File: src/rtl/gpio_cap_pkg.sv
// Shared types and constants for the GPIO edge-capture block.
package gpio_cap_pkg;

  // Field widths of the event record. The top-level WIDTH and TS_WIDTH
  // parameters default to these and must stay equal to them.
  localparam int CAP_WIDTH    = 32;
  localparam int CAP_TS_WIDTH = 16;

  // Dropped-event counter width and its saturation value.
  localparam int                    DROP_CNT_W   = 8;
  localparam logic [DROP_CNT_W-1:0] DROP_CNT_MAX = 8'd255;

  // One queued event: pin levels, pins whose enabled edge fired, and the
  // timestamp of the detect cycle.
  typedef struct packed {
    logic [CAP_WIDTH-1:0]    level;
    logic [CAP_WIDTH-1:0]    change;
    logic [CAP_TS_WIDTH-1:0] ts;
  } gpio_cap_evt_t;

endpackage

File: src/rtl/gpio_cap_fifo.sv
// Synchronous event FIFO with a registered head. A record pushed into an
// empty FIFO becomes visible on the following cycle, never the same cycle.
// When full, a push is still accepted if a pop happens in the same cycle.
module gpio_cap_fifo
  import gpio_cap_pkg::*;
#(
  parameter int DEPTH = 8
) (
  input  logic          clk_i,
  input  logic          rst_i,
  input  logic          push_i,
  input  gpio_cap_evt_t push_data_i,
  output logic          full_o,
  output logic          valid_o,
  input  logic          ready_i,
  output gpio_cap_evt_t data_o
);

  localparam int AW = $clog2(DEPTH);
  localparam int CW = AW + 1;

  gpio_cap_evt_t r_mem [DEPTH];
  gpio_cap_evt_t r_head;
  logic [AW-1:0] r_wr_ptr;
  logic [AW-1:0] r_rd_ptr;
  logic [CW-1:0] r_count;

  logic          w_empty;
  logic          w_pop;
  logic          w_wr;
  logic [AW-1:0] w_rd_next;

  assign w_empty   = (r_count == '0);
  assign full_o    = (r_count == CW'(DEPTH));
  assign valid_o   = !w_empty;
  assign w_pop     = valid_o && ready_i;
  assign w_wr      = push_i && (!full_o || w_pop);
  assign w_rd_next = r_rd_ptr + 1'b1;
  assign data_o    = r_head;

  // Storage write; contents need no reset because the count gates visibility.
  always_ff @(posedge clk_i) begin
    if (w_wr) begin
      r_mem[r_wr_ptr] <= push_data_i;
    end
  end

  // Pointer and occupancy tracking; simultaneous push and pop keep the count.
  always_ff @(posedge clk_i) begin
    if (rst_i) begin
      r_wr_ptr <= '0;
      r_rd_ptr <= '0;
      r_count  <= '0;
    end else begin
      if (w_wr) begin
        r_wr_ptr <= r_wr_ptr + 1'b1;
      end
      if (w_pop) begin
        r_rd_ptr <= w_rd_next;
      end
      case ({w_wr, w_pop})
        2'b10:   r_count <= r_count + 1'b1;
        2'b01:   r_count <= r_count - 1'b1;
        default: r_count <= r_count;
      endcase
    end
  end

  // Head register: reload from the next slot on pop, or capture the
  // incoming record when it becomes the only entry.
  always_ff @(posedge clk_i) begin
    if (rst_i) begin
      r_head <= '0;
    end else if (w_pop) begin
      if (r_count == CW'(1)) begin
        if (w_wr) begin
          r_head <= push_data_i;
        end
      end else begin
        // With two or more entries the next slot is already written, and a
        // concurrent write can never target it.
        r_head <= r_mem[w_rd_next];
      end
    end else if (w_empty && w_wr) begin
      r_head <= push_data_i;
    end
  end

endmodule

File: src/rtl/gpio_edge_capture.sv
// GPIO receive side: synchronises asynchronous pins, detects enabled
// rising/falling edges and queues one timestamped record per change cycle.
module gpio_edge_capture
  import gpio_cap_pkg::*;
#(
  parameter int WIDTH       = CAP_WIDTH,
  parameter int DEPTH       = 8,
  parameter int TS_WIDTH    = CAP_TS_WIDTH,
  parameter int SYNC_STAGES = 2
) (
  input  logic                  clk_i,
  input  logic                  rst_i,
  input  logic [WIDTH-1:0]      gpio_i,
  input  logic [WIDTH-1:0]      rise_en_i,
  input  logic [WIDTH-1:0]      fall_en_i,
  output logic [WIDTH-1:0]      level_o,
  output logic                  evt_valid_o,
  input  logic                  evt_ready_i,
  output logic [WIDTH-1:0]      evt_level_o,
  output logic [WIDTH-1:0]      evt_change_o,
  output logic [TS_WIDTH-1:0]   evt_ts_o,
  input  logic                  ovf_clr_i,
  output logic                  overflow_o,
  output logic [DROP_CNT_W-1:0] drop_cnt_o
);

  localparam int WARM_W = $clog2(SYNC_STAGES + 1);

  logic [SYNC_STAGES-1:0][WIDTH-1:0] r_sync;
  logic [WIDTH-1:0]      r_prev;
  logic [WARM_W-1:0]     r_warm;
  logic                  r_primed;
  logic [TS_WIDTH-1:0]   r_ts;
  logic                  r_overflow;
  logic [DROP_CNT_W-1:0] r_drop_cnt;

  logic [WIDTH-1:0] w_change;
  logic             w_push;
  logic             w_full;
  logic             w_drop;
  gpio_cap_evt_t    w_rec;
  gpio_cap_evt_t    w_head;

  // Synchroniser chain; the last stage is the usable pin level.
  always_ff @(posedge clk_i) begin
    if (rst_i) begin
      r_sync <= '0;
    end else begin
      r_sync[0] <= gpio_i;
      for (int i = 1; i < SYNC_STAGES; i++) begin
        r_sync[i] <= r_sync[i-1];
      end
    end
  end

  assign level_o = r_sync[SYNC_STAGES-1];

  // Previous level, loaded every cycle regardless of the enables.
  always_ff @(posedge clk_i) begin
    if (rst_i) begin
      r_prev <= '0;
    end else begin
      r_prev <= level_o;
    end
  end

  // Arming: events are suppressed until the synchroniser has filled with
  // real pin samples and prev has captured one, so pins held high through
  // reset do not look like rising edges.
  always_ff @(posedge clk_i) begin
    if (rst_i) begin
      r_warm   <= '0;
      r_primed <= 1'b0;
    end else if (!r_primed) begin
      if (r_warm == WARM_W'(SYNC_STAGES)) begin
        r_primed <= 1'b1;
      end else begin
        r_warm <= r_warm + 1'b1;
      end
    end
  end

  // Free-running timestamp, wraps naturally at its width.
  always_ff @(posedge clk_i) begin
    if (rst_i) begin
      r_ts <= '0;
    end else begin
      r_ts <= r_ts + 1'b1;
    end
  end

  assign w_change = ((level_o & ~r_prev) & rise_en_i)
                  | ((~level_o & r_prev) & fall_en_i);
  assign w_push   = r_primed && (|w_change);
  assign w_rec    = '{level: level_o, change: w_change, ts: r_ts};

  // A push is lost only when the FIFO is full and nothing leaves this cycle.
  assign w_drop = w_push && w_full && !(evt_valid_o && evt_ready_i);

  // Overflow flag and saturating drop counter; a drop in the clear cycle wins.
  always_ff @(posedge clk_i) begin
    if (rst_i) begin
      r_overflow <= 1'b0;
      r_drop_cnt <= '0;
    end else if (ovf_clr_i) begin
      r_overflow <= w_drop;
      r_drop_cnt <= w_drop ? DROP_CNT_W'(1) : '0;
    end else if (w_drop) begin
      r_overflow <= 1'b1;
      if (r_drop_cnt != DROP_CNT_MAX) begin
        r_drop_cnt <= r_drop_cnt + 1'b1;
      end
    end
  end

  assign overflow_o = r_overflow;
  assign drop_cnt_o = r_drop_cnt;

  gpio_cap_fifo #(
    .DEPTH (DEPTH)
  ) u_fifo (
    .clk_i       (clk_i),
    .rst_i       (rst_i),
    .push_i      (w_push),
    .push_data_i (w_rec),
    .full_o      (w_full),
    .valid_o     (evt_valid_o),
    .ready_i     (evt_ready_i),
    .data_o      (w_head)
  );

  assign evt_level_o  = w_head.level;
  assign evt_change_o = w_head.change;
  assign evt_ts_o     = w_head.ts;

endmodule

File: config.mk
export PLATFORM = sky130hd
export DESIGN_NAME = gpio_edge_capture
export DESIGN_NICKNAME = d
export VERILOG_FILES = /design/src/rtl/gpio_cap_pkg.sv /design/src/rtl/gpio_cap_fifo.sv /design/src/rtl/gpio_edge_capture.sv
export SDC_FILE = /design/constraint.sdc
export NUM_CORES = 1
export LEC_CHECK = 0
export ABC_AREA = 1
export CAP_MARGIN = 5
export CORE_AREA = 2 2 259 261
export DETAILED_ROUTE_END_ITERATION = 8
export DIE_AREA = 0 0 261 263
export HOLD_SLACK_MARGIN = 0.1
export PLACE_DENSITY = 0.77
export SYNTH_ARGS = -nofsm -noshare
export SYNTH_HDL_FRONTEND = slang
export SYNTH_HIERARCHICAL = 1
export SYNTH_SLANG_ARGS = --single-unit
File: constraint.sdc
create_clock -name clk_i -period 8.95 [get_ports clk_i]
set_input_delay 1.79 -clock clk_i [delete_from_list [all_inputs] [get_ports clk_i]]
set_output_delay 1.79 -clock clk_i [all_outputs]
set_load 0.1 [all_outputs]
==> flow_summary.ini <==
[global_routing]
track_usage = 0.279
globalRouteOverflowTotal = 0
top_usage_layer = met2
use_met3 = 0.0478
use_met1 = 0.376
grt_max_degree = 160
first_global_vias = 27100
use_met2 = 0.457
grt_pass1_wl_mm = 148
antenna_found_initial = 1

[floorplanning]
io_pins = 222
die_h_um = 263
dieWidth_um = 261
core_um2 = 65600
start_util = 0.575
die_area_um2 = 68600
num_rows = 94

[min_path]
worstHoldEndpoint = level_o[0]
hold_path_depth = 2
min-delay-start = r_sync[0]
hp-class = reg -> reg

[synth]
yosysSeqAreaShare = 0.623
synth-seq-cells = 854
ys_async_sr_fraction = 0
syn-cell-area_um2 = 37700
synth_cell_types = 37
synth_ff_type = edfxtp_1
syn_inst = 4301
syn_avg_cell_area_um2 = 8.78
synth_nets = 4409
yosysWarnings = 6
synth_edf_count = 640

[placement]
dp_slack_ns = 2.95
io_buffers = 221
place_area_um2 = 40300
place_congestion = 0.818
dp_hpwl_mm = 54.7

[timing]
fin_tns_setup_ns = 0
worst_pin_slew_ns = 1.21
finalHoldViolCount = 0
fin_crit_sh = 0.610
setup_viol = 0
fin_skew_ns = 0.0271
worst_slack_ns = 3.49
grt_setup_unrepaired = false
slew_headroom = 0.194
report.final.slew_viol_count = 0
max_freq_mhz = 183
fin_crit_ns = 5.46

[worst_setup_path]
critPathRequiredTime_ns = 9.21
reg2reg_to = u_fifo/r_mem[5][27]
rrSetupSlack_ns = 4.34
cp-start-kind = input port
arrival_ns = 5.72
endpoint_kind = register
timing.rr.start = level_o[9]
r2r_cells = 13
crit_fanout = 31
critPathKind = in -> reg

[pwr]
cellPowerDensity_nw_per_um2 = 310
vdd_ir_drop_max_uv = 313
switching_power_mw = 5.49
p_leak_nw = 19.7
combPwrFrac = 0.381
sw_frac_of_total = 0.411
sequentialPowerShare = 0.354
clock_power_share = 0.265
p_int_mw = 7.87

[detailed_routing]
drc = 0
vias = 28000
vias_per_cell = 5.22
routedWlPerCell_um = 18.0
dr.pass1.iters = 6
drt_wl_total_mm = 96.7
postRouteAntennaNets = 0
first_iter_violations = 3239

[clock_network]
cts_resized = 0
htree_levels = 3
cts_root_buf = clkbuf_16
worstSkewPairLatency_ns = 0.64
postCtsHoldBufs = 0
clock-sinks = 854
clk_pin_slew_ns = 0.06
cts_buffer_depth = 3
cts_tree = built
cts_made_buffers = 86
cts_setup_buffers = 0

[finish]
nNetsFinal = 4538
fillCellCount = 5010
mostFrequentLayoutCell = nand2_1
drive_gt1_frac = 0.0429
finalInstanceArea_um2 = 43100
area_growth_pct = 14.2
final_cell_mix = nand2_1 (1251), inv_1 (912), edfxtp_1 (640), nand3_1 (505), nor2_1 (445)

[outcome]
status = complete, no violations

[job]
max-cap-violations = 0
## sequential cells by signal, indices dropped and copies added, names as in the netlist
name,cells
drop_cnt_o,8
u_fifo/r_mem,640
r_warm,2
level_o,32
r_primed,1
r_ts,16
overflow_o,1
u_fifo/r_wr_ptr,3
u_fifo/r_count,4
r_prev,32
u_fifo/data_o,80
u_fifo/r_rd_ptr,3
r_sync,32
## power by group through the flow
stage          sequential (mW)  clock (mW)  combinational [mW]
2_1_floorplan             5.77           0                2.77
3_3_place_gp              4.80           0                4.95
3_5_place_dp              4.81           0                5.01
4_1_cts                   4.73        3.57                5.05
5_1_grt                   4.75        3.71                5.49
6_report                  4.73        3.54                5.09
## critical path: stages
cell	delay, ns
clkdlybuf4s50_1	0.45
nand3_1	0.07
nand2_1	0.32
inv_1	0.08
nand2_1	0.07
nor2_1	0.04
nand2_1	0.06
nor2_1	0.06
a21boi_0	0.42
o21ai_0	0.38
nor2_1	0.18
inv_1	0.18
nor2_4	0.94
buf_4	0.62
## Yosys cell counts, types with 3 or more instances
cell type / instances / share of area
nand3_2: 3 / 0.00080
nand4_1: 3 / 0.00050
clkbuf_1: 58 / 0.0058
buf_1: 13 / 0.0013
nor3_1: 4 / 0.00053
a21o_1: 4 / 0.00080
inv_2: 5 / 0.00050
nor2_1: 453 / 0.045
ha_1: 8 / 0.0027
inv_1: 912 / 0.091
buf_6: 9 / 0.0027
nand3_1: 506 / 0.067
nand2_2: 3 / 0.00050
buf_4: 39 / 0.0078
dfxtp_1: 214 / 0.11
xor2_1: 8 / 0.0019
o21ai_0: 20 / 0.0027
nand2_1: 1251 / 0.12
buf_2: 100 / 0.013
edfxtp_1: 640 / 0.51
a21oi_1: 28 / 0.0037
## per-layer routing
| layer | vias up | share of wire | wire (µm) |
|---|---|---|---|
| li1 | 13400 | - | - |
| met1 | 13200 | 0.40 | 38900 |
| met2 | 1263 | 0.48 | 46100 |
| met3 | 193 | 0.089 | 8600 |
| met4 | 0 | 0.031 | 3010 |
| met5 | - | 0 | 0 |
## area by class of cell
class / count / area (µm²) / area share
clock inverters: 37 / 292 / 0.00676
flip-flops and latches: 854 / 23500 / 0.545
repair buffers: 260 / 2550 / 0.0592
multi-input cells: 2309 / 9730 / 0.226
clock buffers: 124 / 2490 / 0.0577
diodes: 1 / 2.50 / 0.0000580
well taps: 864 / 1080 / 0.0251
inverters: 919 / 3460 / 0.0803
## cell families (layout without fill, tap and decap cells)
logic type	Yosys count	after routing	synth area share
other	0	1	0
flip-flops	854	854	0.623
AO/OA/AOI/OAI	58	58	0.00825
buffers and inverters	1138	1340	0.122
AND/OR/NAND/NOR	2232	2232	0.241
XOR/XNOR	11	11	0.00275
adder cells (fa/ha/maj)	8	8	0.00265
## how the worst max path moves through the flow
stage / start / endpoint / slack [ns] / depth (start not counted)
2_1_floorplan: rise_en_i[0] / u_fifo/r_mem[0][0] / 2.14 / 12
3_3_place_gp: rise_en_i[14] / u_fifo/r_mem[5][26] / 3.18 / 14
3_5_place_dp: rise_en_i[0] / u_fifo/r_mem[5][24] / 2.95 / 14
4_1_cts: rise_en_i[0] / u_fifo/r_mem[5][30] / 3.60 / 14
5_1_grt: fall_en_i[0] / u_fifo/r_mem[5][30] / 3.34 / 14
6_report: rise_en_i[0] / u_fifo/r_mem[5][27] / 3.49 / 14
## per-stage QoR
step	power [mW]	utilization	instances	hold slack, ns
final	13.4	0.657	5368	0.381
after floorplan	8.54	-	4301	0.388
after CTS	13.3	0.657	5367	0.381
after detailed placement	9.81	0.615	5206	0.394
after global placement	9.75	0.615	5206	0.389
after global routing	13.9	0.657	5367	0.391
Power figures use the tool's default switching activity.
